`src/rtl/vga_scan_out.sv`:
```
// VGA scan-out bracket: 640x480@60 timing, half-resolution scan coordinates for the
// drawer, and registered RGB565 pins with syncs delayed to match drawer latency.
module vga_scan_out #(
  parameter int H_ACTIVE = 640,
  parameter int H_FP     = 16,
  parameter int H_SYNC   = 96,
  parameter int H_BP     = 48,
  parameter int V_ACTIVE = 480,
  parameter int V_FP     = 10,
  parameter int V_SYNC   = 2,
  parameter int V_BP     = 33,
  parameter int PIPE_DLY = 2
) (
  input  logic        clk,
  input  logic        rst_n,
  output logic [8:0]  x,
  output logic [8:0]  y,
  output logic        active,
  output logic        vsync_tick,
  input  logic [15:0] pixel_data,
  output logic [4:0]  vga_r,
  output logic [5:0]  vga_g,
  output logic [4:0]  vga_b,
  output logic        vga_hs,
  output logic        vga_vs,
  output logic        vga_blank_n
);

  localparam int H_TOTAL = H_ACTIVE + H_FP + H_SYNC + H_BP;
  localparam int V_TOTAL = V_ACTIVE + V_FP + V_SYNC + V_BP;

  localparam logic [9:0] H_LAST   = 10'(H_TOTAL - 1);
  localparam logic [9:0] V_LAST   = 10'(V_TOTAL - 1);
  localparam logic [9:0] H_VIS    = 10'(H_ACTIVE);
  localparam logic [9:0] V_VIS    = 10'(V_ACTIVE);
  localparam logic [9:0] HS_BEG   = 10'(H_ACTIVE + H_FP);
  localparam logic [9:0] HS_END   = 10'(H_ACTIVE + H_FP + H_SYNC);
  localparam logic [9:0] VS_BEG   = 10'(V_ACTIVE + V_FP);
  localparam logic [9:0] VS_END   = 10'(V_ACTIVE + V_FP + V_SYNC);

  // The counters hold the pixel about to be presented: every decoded output is
  // registered from them, so x/y/active/syncs all show the same pixel in one cycle.
  logic [9:0] h_cnt_q, h_cnt_d;
  logic [9:0] v_cnt_q, v_cnt_d;

  logic [8:0] x_q, y_q;
  logic       active_q, active_d;
  logic       tick_q, tick_d;
  logic       hs_q, hs_d;
  logic       vs_q, vs_d;

  // Delay line entries are {active, hs_raw, vs_raw}.
  logic [2:0] dly_q [PIPE_DLY];

  logic [4:0] r_q;
  logic [5:0] g_q;
  logic [4:0] b_q;
  logic       pin_hs_q, pin_vs_q, pin_blank_q;

  always_comb begin
    h_cnt_d = h_cnt_q + 10'd1;
    v_cnt_d = v_cnt_q;
    if (h_cnt_q == H_LAST) begin
      h_cnt_d = '0;
      v_cnt_d = (v_cnt_q == V_LAST) ? '0 : v_cnt_q + 10'd1;
    end
  end

  always_comb begin
    active_d = (h_cnt_q < H_VIS) && (v_cnt_q < V_VIS);
    hs_d     = !((h_cnt_q >= HS_BEG) && (h_cnt_q < HS_END));
    vs_d     = !((v_cnt_q >= VS_BEG) && (v_cnt_q < VS_END));
    tick_d   = (h_cnt_q == '0) && (v_cnt_q == V_VIS);
  end

  always_ff @(posedge clk or negedge rst_n) begin
    if (!rst_n) begin
      h_cnt_q  <= '0;
      v_cnt_q  <= '0;
      x_q      <= '0;
      y_q      <= '0;
      active_q <= 1'b0;
      tick_q   <= 1'b0;
      hs_q     <= 1'b1;
      vs_q     <= 1'b1;
    end else begin
      h_cnt_q  <= h_cnt_d;
      v_cnt_q  <= v_cnt_d;
      x_q      <= h_cnt_q[9:1];
      y_q      <= v_cnt_q[9:1];
      active_q <= active_d;
      tick_q   <= tick_d;
      hs_q     <= hs_d;
      vs_q     <= vs_d;
    end
  end

  // No handshake: pixel_data is taken every clock, PIPE_DLY clocks after its x/y.
  always_ff @(posedge clk or negedge rst_n) begin
    if (!rst_n) begin
      for (int i = 0; i < PIPE_DLY; i++) dly_q[i] <= 3'b011;
      r_q         <= '0;
      g_q         <= '0;
      b_q         <= '0;
      pin_hs_q    <= 1'b1;
      pin_vs_q    <= 1'b1;
      pin_blank_q <= 1'b0;
    end else begin
      dly_q[0] <= {active_q, hs_q, vs_q};
      for (int i = 1; i < PIPE_DLY; i++) dly_q[i] <= dly_q[i-1];
      pin_blank_q <= dly_q[PIPE_DLY-1][2];
      pin_hs_q    <= dly_q[PIPE_DLY-1][1];
      pin_vs_q    <= dly_q[PIPE_DLY-1][0];
      r_q <= dly_q[PIPE_DLY-1][2] ? pixel_data[15:11] : '0;
      g_q <= dly_q[PIPE_DLY-1][2] ? pixel_data[10:5]  : '0;
      b_q <= dly_q[PIPE_DLY-1][2] ? pixel_data[4:0]   : '0;
    end
  end

  assign x           = x_q;
  assign y           = y_q;
  assign active      = active_q;
  assign vsync_tick  = tick_q;
  assign vga_r       = r_q;
  assign vga_g       = g_q;
  assign vga_b       = b_q;
  assign vga_hs      = pin_hs_q;
  assign vga_vs      = pin_vs_q;
  assign vga_blank_n = pin_blank_q;

endmodule

```
`config.mk`:
```
export PLATFORM = sky130hd
export DESIGN_NAME = vga_scan_out
export DESIGN_NICKNAME = d
export VERILOG_FILES = /design/src/rtl/vga_scan_out.sv
export SDC_FILE = /design/constraint.sdc
export NUM_CORES = 1
export LEC_CHECK = 0
export BUFFER_PORTS_ARGS = -buffer_cell sky130_fd_sc_hd__buf_2
export CORE_ASPECT_RATIO = 2
export CORE_MARGIN = 2
export CORE_UTILIZATION = 56
export DETAILED_ROUTE_END_ITERATION = 6
export GPL_TIMING_DRIVEN = 0
export PLACE_DENSITY = 0.85
export SYNTH_ARGS = -nofsm -noshare
export SYNTH_HDL_FRONTEND = slang
export SYNTH_SLANG_ARGS = --single-unit
```
`constraint.sdc`:
```
create_clock -name clk -period 5.8 [get_ports clk]
set_clock_uncertainty 0.15 [all_clocks]
set_input_delay 0.87 -clock clk [delete_from_list [all_inputs] [get_ports clk]]
set_output_delay 0.87 -clock clk [all_outputs]
set_load 0.01 [all_outputs]
```
# ---- Yosys cells after proc, flatten, opt, wreduce, memory -nomap -nowiden
# Index checks and enable logic that the tools add are counted.
dict set report totals {
  ff_bits 67
  inputBits 18
  output_inout_bits 39
  word_cells 39
}
dict set report classes {
  n_lt_le_gt_ge 6
  reduce_logical 7
  add_sub_neg 2
  n_eq_ne 3
  n_mux 5
}
# op n
set ops {}
lappend ops {{$add 10x1->10 const B} 2}
lappend ops {{$eq 10x10->1 const B} 2}
lappend ops {{$lt 10x10->1 const B} 2}
lappend ops {{$lt 10x9->1 const B} 2}
lappend ops {{$mux 10} 2}
lappend ops {{$eq 10x9->1 const B} 1}
lappend ops {{$ge 10x10->1 const B} 1}
lappend ops {{$ge 10x9->1 const B} 1}
lappend ops {{$logic_not 10->1} 1}
lappend ops {{$mux 5} 2}
lappend ops {{$mux 6} 1}
lappend ops {{$logic_and 1x1->1} 4}
lappend ops {{$logic_not 1->1} 2}

# ---- Depth between registers and ports, before layout
dict set report logic_depth {
  depth_word 3
  depth_mapped 6
  ltp_nobuf 6
}

# ---- Worst setup path before layout
# Ideal clock, no wire load.
dict set report synth_path {
  path_kind {register -> register}
  start {register h_cnt_q[5]}
  end {register v_cnt_q[9]}
  t_arrival_ns 1.631
  stages_incl_launch_ff 7
  slack_ns 3.941
  path_buffers 2
  required_ns 5.572
  synth_period_minus_slack_ns 1.859
  setup_ns 0.078
  path_cell_list {dfrtp_1 > or4b_1 > buf_6 > nor3_4 > buf_6 > nand4b_1 > a21oi_1}
}
dict set report synth_between {
  elab_chain_cells 1
}
# element line_no
set synth_lines {}
lappend synth_lines {{start, declared} 43} ;# logic [9:0] h_cnt_q, h_cnt_d;
lappend synth_lines {{start signal, assigned} 87} ;# h_cnt_q <= h_cnt_d;
lappend synth_lines {{$eq 10x10->1} 63} ;# if (h_cnt_q == H_LAST) begin
lappend synth_lines {{end signal, assigned} 88} ;# v_cnt_q <= v_cnt_d;
lappend synth_lines {{end, declared} 44} ;# logic [9:0] v_cnt_q, v_cnt_d;
# No other way between the ends.
# A chain may end at the register's enable or synchronous reset.

# ---- Worst setup path after layout
# Ends and elaborated chain as after synthesis.

==> impl_metrics.env <==
export IMPL_finish_utilization=0.734
export IMPL_drtAntennaViolNets=0
export IMPL_switchingPower_w=0.000188
export IMPL_hold_viol_final=0
export IMPL_criticalPathCategory="register to register"
export IMPL_core_area_um2=4090
export IMPL_synth_cells=171
export IMPL_power_leakage_nw=1.47
export IMPL_drc=0
export IMPL_track_usage=0.241
export IMPL_max_freq_mhz=474
export IMPL_die_area_um2=4830
export IMPL_maxCapViolations=0
export IMPL_cts_sinks=67
export IMPL_cts_hold_buf=0
export IMPL_seqPwrFrac=0.474
export IMPL_final_cells=295
export IMPL_cts_tree="done"
export IMPL_hold_class="register to register"
export IMPL_yosys_cell_types_count=35
export IMPL_startpoint_type="register"
export IMPL_total_power_w=0.00100
export IMPL_chipHeight_um=96.3
export IMPL_drt_wl_total_mm=4.89
export IMPL_syn_area_per_cell_um2=14.0
export IMPL_cts_root_buf="clkbuf_8"
export IMPL_dp_hpwl_mm=3.24
export IMPL_cp_common_cell="buf_6"
export IMPL_cts_resized_gates=0
export IMPL_post_route_period_util=0.363
export IMPL_critPathTopFamily="simple AND/OR/NAND/NOR gates"
export IMPL_yosys_warnings=0
export IMPL_cts_htree_levels=3
export IMPL_clkPwrFrac=0.499
export IMPL_rsz0062_at_grt="no"
export IMPL_port_buffers=56
export IMPL_synth_area_leader_cell="dfrtp_1"
export IMPL_slew_violations=0
export IMPL_grt_pass1_vias=1664
export IMPL_grt_max_degree=68
export IMPL_crit_buf_inv=2
export IMPL_synth_top_area_share=0.618
export IMPL_final_setup_viol_count=0
export IMPL_drive_above_1_share=0.354
export IMPL_finalSetupTns_ns=0
export IMPL_initial_core_util=0.584
export IMPL_synthesis_nets=193
export IMPL_std_cell_rows=33
export IMPL_drt_iter0_markers=27
export IMPL_vdd_drop_max_uv=283
export IMPL_worstMarginPinSlew_ns=0.780
export IMPL_syn2layout_area_growth_pct=25.6
export IMPL_n_fill_cell=255
export IMPL_crit_fanout=10
export IMPL_route_vias_total=1579
export IMPL_cts_buffers=9
export IMPL_grt_ovfl_total=0
export IMPL_path_cells="or4b_1 > buf_6 > nor3_4 > buf_6 > nand4b_1 > a21oi_1"
export IMPL_final_nets=260
export IMPL_grt_pass1_wl_mm=8.18
export IMPL_yosysSeqAreaShare=0.706
export IMPL_ios=57
export IMPL_power_density_nw_per_um2=334
export IMPL_place_inst=279
export IMPL_via_per_inst=5.35
export IMPL_max_slew_margin_rel=0.480
export IMPL_place_gp_congestion=0.831
export IMPL_netlist_area_um2=2390
export IMPL_diodes=0
export IMPL_slowest_delay_ns=0.57
export IMPL_path_clk_slew_ns=0.07
export IMPL_final_cell_mix="59 x dfrtp_1, 55 x buf_2, 16 x and2_1"
export IMPL_cts_setup_buffers=0
export IMPL_arrival_ns=2.22
export IMPL_status="complete, no violations"
export IMPL_cp_end_kind="register"
export IMPL_worstPathRequired_ns=5.91
export IMPL_comb_power_share=0.028
export IMPL_finalWorstSetupSlack_ns=3.69
export IMPL_clock_path_buffers=2
export IMPL_die_x_um=50.2
export IMPL_period_needed_ns=2.11
export IMPL_synth_seq_cells=67
export IMPL_intPower_w=0.000814
export IMPL_critPathSlowestCell="or4b_1"
export IMPL_netSwitchingFraction=0.187
export IMPL_place_worst_setup_slack_ns=3.53
export IMPL_yosys_top_cells_area="dfrtp_1 62%, dfstp_2 8.8%, and2_1 4.2%"
export IMPL_layout_commonest_cell="dfrtp_1"
export IMPL_grt_antenna_before_repair=0
export IMPL_avgRoutedWirePerCell_um=16.6
export IMPL_first_pass_iters=4
export IMPL_clk_latency_ns=0.33
==> per-stage QoR <==
| step | hold WS (ns) | instance area (µm²) |
|---|---|---|
| floorplan | 0.181 | 2390 |
| CTS | 0.208 | 3000 |
| global placement | 0.191 | 2730 |
| detailed placement | 0.199 | 2730 |
| finish | 0.211 | 3000 |
| global route | 0.215 | 3000 |
==> flip-flops by register name, indices dropped and copies added, names as in the netlist <==
register / count
vs_q: 1
hs_q: 1
vga_r: 5
vga_blank_n: 1
v_cnt_q: 10
vsync_tick: 1
vga_vs: 1
h_cnt_q: 10
x: 9
vga_b: 5
dly_q: 6
vga_hs: 1
vga_g: 6
active: 1
y: 9
==> routing by layer <==
layer	GRT usage	wire (µm)
met5	0	0
met1	0.248	1690
met3	0.0559	200
met4	0.144	176
met2	0.433	2830
==> layout make-up <==
cell class	instances	area [µm²]	share of cell area
flip-flops and latches	67	1690	0.562
multi-input cells	94	648	0.216
repair buffers	56	283	0.0943
clock inverters	6	136	0.0455
clock buffers	10	128	0.0426
well taps	52	65.1	0.0217
plain buffers	3	26.3	0.00876
inverters	7	26.3	0.00876
==> synthesized netlist by cell type <==
cell type,n
nand4b_1,1
nor3_1,1
nor4_1,4
or3_2,1
and3_1,5
nand4_1,5
nor4bb_1,1
clkbuf_1,1
or2_2,1
or4b_1,1
nor4b_1,1
nor2b_1,2
and4_1,1
o21a_1,1
xor2_1,3
o21ai_1,1
inv_1,7
nand2_1,3
dfstp_2,8
nor3b_1,1
a41o_1,1
nand3_1,11
nor2_1,9
o21ai_0,3
buf_6,2
ha_1,4
a31oi_1,1
dfrtp_1,59
o31ai_1,1
and2_1,16
nor4_4,1
nor3_4,1
nor4_2,1
xnor2_1,10
a21oi_1,2
==> power groups by stage <==
stage                     combinational, W  sequential, W  clock, W
after global routing             0.0000315       0.000475  0.000536
final                            0.0000277       0.000475  0.000500
after detailed placement         0.0000277       0.000483         0
after floorplan                 0.00000376       0.000486         0
after global placement           0.0000263       0.000483         0
after CTS                        0.0000285       0.000475  0.000508
==> cells by family after synthesis <==
| family | count (synthesis) | synth area share |
|---|---|---|
| AND/OR/NAND/NOR | 67 | 0.177 |
| flip-flops | 67 | 0.706 |
| XOR/XNOR | 13 | 0.0477 |
| AO/OA/AOI/OAI | 10 | 0.0257 |
| buffers and inverters | 10 | 0.0220 |
| adder cells (fa/ha/maj) | 4 | 0.0210 |
==> worst paths after layout <==
path | to | cells past startpoint | slack [ns] | start
min in group asynchronous | vga_b[0]$_DFF_PN0_ | 1 | 0.46 | rst_n
max | v_cnt_q[9]$_DFFE_PN0N_ | 6 | 3.69 | h_cnt_q[5]$_DFF_PN0_
min reg2reg | dly_q[4]$_DFF_PN1_ | 0 | 0.21 | hs_q$_DFF_PN1_
max reg2reg | v_cnt_q[9]$_DFFE_PN0N_ | 6 | 3.69 | h_cnt_q[5]$_DFF_PN0_
max in group asynchronous | v_cnt_q[6]$_DFFE_PN0N_ | 1 | 4.52 | rst_n
min | dly_q[4]$_DFF_PN1_ | 0 | 0.21 | hs_q$_DFF_PN1_
(Power assumes the default switching activity.)
